==> src/rtl/gnrl_clkgate_pkg.sv <==
// Shared types for the general clock-gate enable controller and its bench/monitor.
// Output decode helper maps a state to {clk_en, clk_rdy, off_req}.
package gnrl_clkgate_pkg;

  typedef enum logic [1:0] {
    CG_RUN     = 2'd0,
    CG_OFF_REQ = 2'd1,
    CG_OFF     = 2'd2,
    CG_WAKE    = 2'd3
  } cg_state_e;

  function automatic logic [2:0] cg_decode(input cg_state_e s);
    logic [2:0] d;
    case (s)
      CG_RUN:     d = 3'b110;
      CG_OFF_REQ: d = 3'b111;
      CG_OFF:     d = 3'b000;
      CG_WAKE:    d = 3'b100;
      default:    d = 3'b110;
    endcase
    return d;
  endfunction

endpackage

==> src/rtl/gnrl_clkgate_ctrl_if.sv <==
// Activity/handshake bundle between the gated domain and the clock-gate enable controller.
// master = gated domain side, slave = controller.
interface gnrl_clkgate_ctrl_if
  import gnrl_clkgate_pkg::*;
#(
  parameter int STAT_W = 32
);
  logic              i_busy;
  logic              i_wake;
  logic              i_force_on;
  logic              i_off_ack;
  logic              i_stat_clr;
  logic              o_off_req;
  logic              o_clk_en;
  logic              o_clk_rdy;
  cg_state_e         o_state;
  logic [STAT_W-1:0] o_gated_cnt;

  modport master (
    output i_busy, i_wake, i_force_on, i_off_ack, i_stat_clr,
    input  o_off_req, o_clk_en, o_clk_rdy, o_state, o_gated_cnt
  );

  modport slave (
    input  i_busy, i_wake, i_force_on, i_off_ack, i_stat_clr,
    output o_off_req, o_clk_en, o_clk_rdy, o_state, o_gated_cnt
  );
endinterface

==> src/rtl/gnrl_sat_cnt.sv <==
// Saturating up-counter with synchronous clear; clear wins over increment.
module gnrl_sat_cnt #(
  parameter int W = 32
) (
  input  logic         i_clk,
  input  logic         i_rst,
  input  logic         i_inc,
  input  logic         i_clr,
  output logic [W-1:0] o_cnt
);
  logic [W-1:0] r_cnt;

  // Counter register: holds at all-ones instead of wrapping.
  always_ff @(posedge i_clk) begin
    if (i_rst) begin
      r_cnt <= '0;
    end else if (i_clr) begin
      r_cnt <= '0;
    end else if (i_inc && (r_cnt != {W{1'b1}})) begin
      r_cnt <= r_cnt + W'(1);
    end else begin
      r_cnt <= r_cnt;
    end
  end

  assign o_cnt = r_cnt;
endmodule

==> src/rtl/gnrl_clkgate_ctrl.sv <==
// Enable controller in front of the general clock gate: idle timeout, quiesce handshake, wake ramp.
// Optional gated-cycle statistic counter enabled by macro CLKGATE_STAT_EN.
module gnrl_clkgate_ctrl
  import gnrl_clkgate_pkg::*;
#(
  parameter int IDLE_CYC = 16,
  parameter int WAKE_CYC = 2,
  parameter int STAT_W   = 32
) (
  input  logic               i_clk,
  input  logic               i_rst,
  gnrl_clkgate_ctrl_if.slave cg_bus
);
  localparam int IDLE_W = $clog2(IDLE_CYC + 1);
  localparam int WAKE_W = $clog2(WAKE_CYC + 1);
  localparam logic [IDLE_W-1:0] IDLE_LAST = IDLE_W'(IDLE_CYC - 1);
  localparam logic [WAKE_W-1:0] WAKE_LAST = WAKE_W'(WAKE_CYC - 1);

  cg_state_e         r_state;
  cg_state_e         w_state_nxt;
  logic [IDLE_W-1:0] r_idle_cnt;
  logic [IDLE_W-1:0] w_idle_nxt;
  logic [WAKE_W-1:0] r_wake_cnt;
  logic [WAKE_W-1:0] w_wake_nxt;
  logic              r_off_req;
  logic              r_clk_en;
  logic              r_clk_rdy;
  logic              w_act;

  assign w_act = cg_bus.i_busy | cg_bus.i_wake | cg_bus.i_force_on;

  // Next-state and counter logic; counters only run in their own state and restart at 0 otherwise.
  always_comb begin
    w_state_nxt = r_state;
    w_idle_nxt  = '0;
    w_wake_nxt  = '0;
    case (r_state)
      CG_RUN: begin
        if (w_act) begin
          w_idle_nxt = '0;
        end else if (r_idle_cnt == IDLE_LAST) begin
          w_state_nxt = CG_OFF_REQ;
        end else begin
          w_idle_nxt = r_idle_cnt + IDLE_W'(1);
        end
      end
      CG_OFF_REQ: begin
        if (w_act) begin
          w_state_nxt = CG_RUN;
        end else if (cg_bus.i_off_ack) begin
          w_state_nxt = CG_OFF;
        end else begin
          w_state_nxt = CG_OFF_REQ;
        end
      end
      CG_OFF: begin
        if (w_act) begin
          w_state_nxt = CG_WAKE;
        end else begin
          w_state_nxt = CG_OFF;
        end
      end
      CG_WAKE: begin
        if (r_wake_cnt == WAKE_LAST) begin
          w_state_nxt = CG_RUN;
        end else begin
          w_wake_nxt = r_wake_cnt + WAKE_W'(1);
        end
      end
      default: begin
        w_state_nxt = CG_RUN;
      end
    endcase
  end

  // State/counter registers; outputs are decoded from the next state so they flop alongside it.
  always_ff @(posedge i_clk) begin
    if (i_rst) begin
      r_state    <= CG_RUN;
      r_idle_cnt <= '0;
      r_wake_cnt <= '0;
      r_clk_en   <= 1'b1;
      r_clk_rdy  <= 1'b1;
      r_off_req  <= 1'b0;
    end else begin
      r_state    <= w_state_nxt;
      r_idle_cnt <= w_idle_nxt;
      r_wake_cnt <= w_wake_nxt;
      {r_clk_en, r_clk_rdy, r_off_req} <= cg_decode(w_state_nxt);
    end
  end

  assign cg_bus.o_state   = r_state;
  assign cg_bus.o_clk_en  = r_clk_en;
  assign cg_bus.o_clk_rdy = r_clk_rdy;
  assign cg_bus.o_off_req = r_off_req;

`ifdef CLKGATE_STAT_EN
  logic              w_in_off;
  logic [STAT_W-1:0] w_gated_cnt;

  assign w_in_off = (r_state == CG_OFF);

  gnrl_sat_cnt #(
    .W (STAT_W)
  ) u_gated_cnt (
    .i_clk (i_clk),
    .i_rst (i_rst),
    .i_inc (w_in_off),
    .i_clr (cg_bus.i_stat_clr),
    .o_cnt (w_gated_cnt)
  );

  assign cg_bus.o_gated_cnt = w_gated_cnt;
`else
  assign cg_bus.o_gated_cnt = '0;
`endif

endmodule

==> src/flat_wrapper.sv <==
// flat-port wrapper written by rule: the top's interface ports become plain ports
module gnrl_clkgate_ctrl_flat import gnrl_clkgate_pkg::*;
#(
  parameter int IDLE_CYC = 16,
  parameter int WAKE_CYC = 2,
  parameter int STAT_W   = 32
)
  (i_clk, i_rst, cg_bus_i_busy, cg_bus_i_wake, cg_bus_i_force_on, cg_bus_i_off_ack, cg_bus_i_stat_clr, cg_bus_o_off_req, cg_bus_o_clk_en, cg_bus_o_clk_rdy, cg_bus_o_state, cg_bus_o_gated_cnt);
  gnrl_clkgate_ctrl_if #(.STAT_W(STAT_W)) cg_bus_i ();
  input  logic i_clk;
  input  logic i_rst;
  input wire logic [$bits(cg_bus_i.i_busy)-1:0] cg_bus_i_busy;
  input wire logic [$bits(cg_bus_i.i_wake)-1:0] cg_bus_i_wake;
  input wire logic [$bits(cg_bus_i.i_force_on)-1:0] cg_bus_i_force_on;
  input wire logic [$bits(cg_bus_i.i_off_ack)-1:0] cg_bus_i_off_ack;
  input wire logic [$bits(cg_bus_i.i_stat_clr)-1:0] cg_bus_i_stat_clr;
  output wire logic [$bits(cg_bus_i.o_off_req)-1:0] cg_bus_o_off_req;
  output wire logic [$bits(cg_bus_i.o_clk_en)-1:0] cg_bus_o_clk_en;
  output wire logic [$bits(cg_bus_i.o_clk_rdy)-1:0] cg_bus_o_clk_rdy;
  output wire logic [$bits(cg_bus_i.o_state)-1:0] cg_bus_o_state;
  output wire logic [$bits(cg_bus_i.o_gated_cnt)-1:0] cg_bus_o_gated_cnt;
  assign cg_bus_i.i_busy = cg_bus_i_busy;
  assign cg_bus_i.i_wake = cg_bus_i_wake;
  assign cg_bus_i.i_force_on = cg_bus_i_force_on;
  assign cg_bus_i.i_off_ack = cg_bus_i_off_ack;
  assign cg_bus_i.i_stat_clr = cg_bus_i_stat_clr;
  assign cg_bus_o_off_req = cg_bus_i.o_off_req;
  assign cg_bus_o_clk_en = cg_bus_i.o_clk_en;
  assign cg_bus_o_clk_rdy = cg_bus_i.o_clk_rdy;
  assign cg_bus_o_state = cg_bus_i.o_state;
  assign cg_bus_o_gated_cnt = cg_bus_i.o_gated_cnt;
  gnrl_clkgate_ctrl #(.IDLE_CYC(IDLE_CYC), .WAKE_CYC(WAKE_CYC), .STAT_W(STAT_W)) u_core (.i_clk(i_clk), .i_rst(i_rst), .cg_bus(cg_bus_i));
endmodule
==> config.mk <==
export PLATFORM = sky130hd
export DESIGN_NAME = gnrl_clkgate_ctrl_flat
export DESIGN_NICKNAME = d
export VERILOG_FILES = /design/src/rtl/gnrl_clkgate_pkg.sv /design/src/rtl/gnrl_clkgate_ctrl_if.sv /design/src/rtl/gnrl_sat_cnt.sv /design/src/rtl/gnrl_clkgate_ctrl.sv /design/src/flat_wrapper.sv
export SDC_FILE = /design/constraint.sdc
export NUM_CORES = 1
export LEC_CHECK = 0
export CAP_MARGIN = 20
export CORE_MARGIN = 2
export CORE_UTILIZATION = 38
export DETAILED_ROUTE_END_ITERATION = 8
export PLACE_DENSITY = 0.91
export SLEW_MARGIN = 20
export SYNTH_ARGS = -nofsm -noshare
export SYNTH_HDL_FRONTEND = slang
export SYNTH_SLANG_ARGS = --single-unit
export TNS_END_PERCENT = 5
==> constraint.sdc <==
create_clock -name i_clk -period 3.65 [get_ports i_clk]
set_input_delay 0.365 -clock i_clk [delete_from_list [all_inputs] [get_ports i_clk]]
set_output_delay 0.365 -clock i_clk [all_outputs]
set_load 0.01 [all_outputs]
* Word level (Yosys, flattened, before mapping)
Index checks and enable logic that the tools add are counted.
Word-level totals: bits of input ports 7, register bits 12, output and inout port bits 37
Cells by class: equal/unequal tests 8, add/subtract/negate cells 2, bitwise gates (word level) 4, multiplexer cells 8, reductions and logical operators 4
Operators by type and width (count):
- $pmux W3 S4 | 1
- $mux W2 | 5
- $eq A2 B2 Y1 const B | 4
- $pmux W2 S4 | 1
- $eq A2 B1 Y1 const B | 3
- $add A5 B1 Y5 const B | 1
- $eq A5 B4 Y1 const B | 1
- $logic_not A2 Y1 | 2
- $reduce_or A4 Y1 | 1
- $reduce_or A3 Y1 | 1
- $add A2 B1 Y2 const B | 1
- $not A1 Y1 | 2
- $or A1 B1 Y1 | 2
- $mux W1 | 1

* Longest topological paths before layout
depth after elaboration 6, gate-level depth with buffers 6, mapped depth without buffers 6

* Worst setup path after synthesis
Ideal clock, no wire load.
path type register to register, start reg u_core.r_idle_cnt[0], end reg u_core.r_idle_cnt[2], setup slack 1.996 ns, arrival time 1.590 ns, cell stages (with the launch flop) 7, path buffers 0, required time 3.586 ns, library setup time 0.064 ns, cells stage by stage dfxtp_1 -> ha_1 -> and3_1 -> ha_1 -> or2_2 -> or3_4 -> nor2_1
Between the ends: cells in the longest elaborated chain, start to end 2
Ends and longest elaborated chain:
- from (decl) | line gnrl_clkgate_ctrl.sv:21 | logic [IDLE_W-1:0] r_idle_cnt;
- from (signal assigned) | line gnrl_clkgate_ctrl.sv:87 | r_idle_cnt <= w_idle_nxt;
- parallel branches: the longest is 2 deep, another holds $add A5 B1 Y5
Several ways; the timed one is not identified. A chain may end at the register's enable or synchronous reset.

* Worst setup path after layout
start reg u_core.r_idle_cnt[0], end reg u_core.r_idle_cnt[3]
The elaborated chain is that of the path after synthesis.

==> metrics.txt <==
status=completed; fin crit period=between 1.5 and 2 ns; DR iter-0 viols=6; Synth top area share=0.342; synthesized instance count=80; unrepaired setup endpoints after global routing=false; maxcap violations=0; power per cell area=348 nW/µm²; Hold WC Path Type=reg -> reg; count of hold-fix buffers inserted at cts=0; Starting Density=0.407; Cell Area, Synth=702 µm²; Slew Limit Fails=0; H-tree level count=1; drt drc=0; largest net degree at the start of global routing=8; Worst R2R Setup Slack=between 1.5 and 2 ns; first-pass GRT wire length=around 1300 µm; hold path cells=1; Register-to-Register Path Depth=6; Routed WL=929 µm; Yosys warnings=0; WS Path Type=reg -> reg; setup tns final=0 ns; Hold Slack=around 0.42 ns; final number of setup-violating endpoints=0; vias in the first global route=352; cell taking the most area after synthesis=dfxtp_1; Syn-to-layout area delta=6.24%; CTS clk-pin slew, worst paths=around 0.070 ns; Final Non-Filler Cells=~120; Crit Path Max Fanout=5; Final Hold Vio Count=0; Die Width=47.0 µm; maximum clock path buffer count=2; IO Pins=44; Synth Area per Inst=between 8 and 9 µm²; wire length per cell=7.87 µm; CP required=a little under 4 ns; placed instance area=approximately 710 µm²; worst vdd ir=around 0.13 mV; WP data arrival=between 1.5 and 2 ns; Max Clock Skew=approximately 0.0012 ns; crit path capture type=flop; Setup Buffers After CTS=0; row count=15; Async SR Flop Fraction=0; # diodes=0; Final ANT Viol Nets=0; grt peak-use layer=met2; routing usage on met3=0.0231; GRT Resource Usage Total=0.0831; crit share post-route=0.485; cts bufs inserted=3; Die Area=2210 µm²; startpoint types=flop; placed insts=between 100 and 150; initial antenna violation count=0; GRT met2 Usage=0.140; largest cells by area after synthesis=dfxtp_1 (34%), buf_4 (34%), ha_1 (5.3%); Leak=between 0.0003 and 0.0004 µW; Post-synth top cells=buf_4 (32), dfxtp_1 (12), nor2_1 (9); M1 GR Usage=0.0905; nets=104; Congestion Overflow GR=0; First-pass DRT Iterations=3; count leader, synth=buf_4; layout cells sized above 1=0.0860; dpl hpwl=741 µm; Finished Cell Area=746 µm²; DIE HEIGHT=around 47 µm; vias=444; max frequency=roughly 570 MHz; final total power=about 260 µW; Seq cells post-synth=12; CTS resizes=0; CTS tree=built; Sink Count=12; register area share after synthesis=0.342; Post-synth EDFFs=0; worst skew pair latency=0.27 ns; Final GP Congestion=0.795; Core Area=around 1700 µm²; Clock Tree Root=clkbuf_4; Port Buffer Count=10; via/cell ratio=approximately 3.8; Main synth FF type=dfxtp_1; synth unique cells=21
[report_power, final]
part / total, µW / internal (µW) / switching, µW
logic: 25.4 / 6.72 / 18.7
clock network: 102 / 60.6 / 41.8
registers: 131 / 131 / 0.259
total: 259 / 198 / 60.8
[worst paths after layout]
path                                         from                              end
setup reg to reg  u_core.r_idle_cnt[0]$_SDFF_PP0_  u_core.r_idle_cnt[3]$_SDFF_PP0_
setup / recovery  u_core.r_idle_cnt[0]$_SDFF_PP0_  u_core.r_idle_cnt[3]$_SDFF_PP0_
hold / removal    u_core.r_wake_cnt[0]$_SDFF_PP0_  u_core.r_wake_cnt[0]$_SDFF_PP0_
hold reg to reg   u_core.r_wake_cnt[0]$_SDFF_PP0_  u_core.r_wake_cnt[0]$_SDFF_PP0_
[area by class of cell]
class                      count  area (µm²)
sequential                    12         240
tap                           25        31.3
fill                         183         981
clock buffer                   4        36.3
inverter                       5        18.8
timing repair buffer          10         100
multi-input combinational     62         319
[cell usage in the layout, fill, tap and decap left out]
cell type	n
or2_2	1
nor4_1	1
or4_4	1
clkdlybuf4s50_1	10
or3_4	1
nand2_1	2
xor2_1	1
or4_2	1
nand3_1	3
nand3b_1	1
clkbuf_4	3
nor3_1	1
a32oi_1	1
o2bb2ai_1	1
ha_1	3
nor2_1	9
xnor2_1	1
and3_1	1
a21boi_0	1
clkbuf_8	1
inv_1	5
dfxtp_1	12
conb_1	32
[kinds of logic (layout without fill, tap and decap cells)]
group           count (synthesis)  after routing  share of synthesized area
buf+inv                        37             19                      0.369
simple gates                   22             22                      0.169
flops                          12             12                      0.342
fa+ha+maj                       3              3                     0.0535
compound gates                  3              3                     0.0357
xor+xnor                        2              2                     0.0250
other cells                     1             32                    0.00534
[per-layer routing]
layer  share of wire  up-vias
met1            0.39      200
met3           0.093        2
met4          0.0065        0
met2            0.51       22
li1                -      220
met5               0        -
[state kept, by name, summed over array words and instances (netlist names)]
signal / flops
u_core.r_idle_cnt: 5
u_core.cg_bus.o_state: 2
u_core.r_wake_cnt: 2
u_core.cg_bus.o_clk_en: 1
u_core.cg_bus.o_clk_rdy: 1
u_core.cg_bus.o_off_req: 1
[per-stage QoR]
step / worst slack, ns / util
2_1_floorplan: 2.00 / -
3_3_place_gp: 1.75 / 0.411
3_5_place_dp: 1.74 / 0.411
4_1_cts: 1.87 / 0.432
5_1_grt: 1.83 / 0.432
6_report: 1.88 / 0.432
[critical path: stages, from the launching register on]
cell and delay [ns]:
dfxtp_1 0.33, ha_1 0.23, and3_1 0.16, ha_1 0.17
or2_2 0.32, or3_4 0.40, nor2_1 0.11
(Power assumes the default switching activity.)
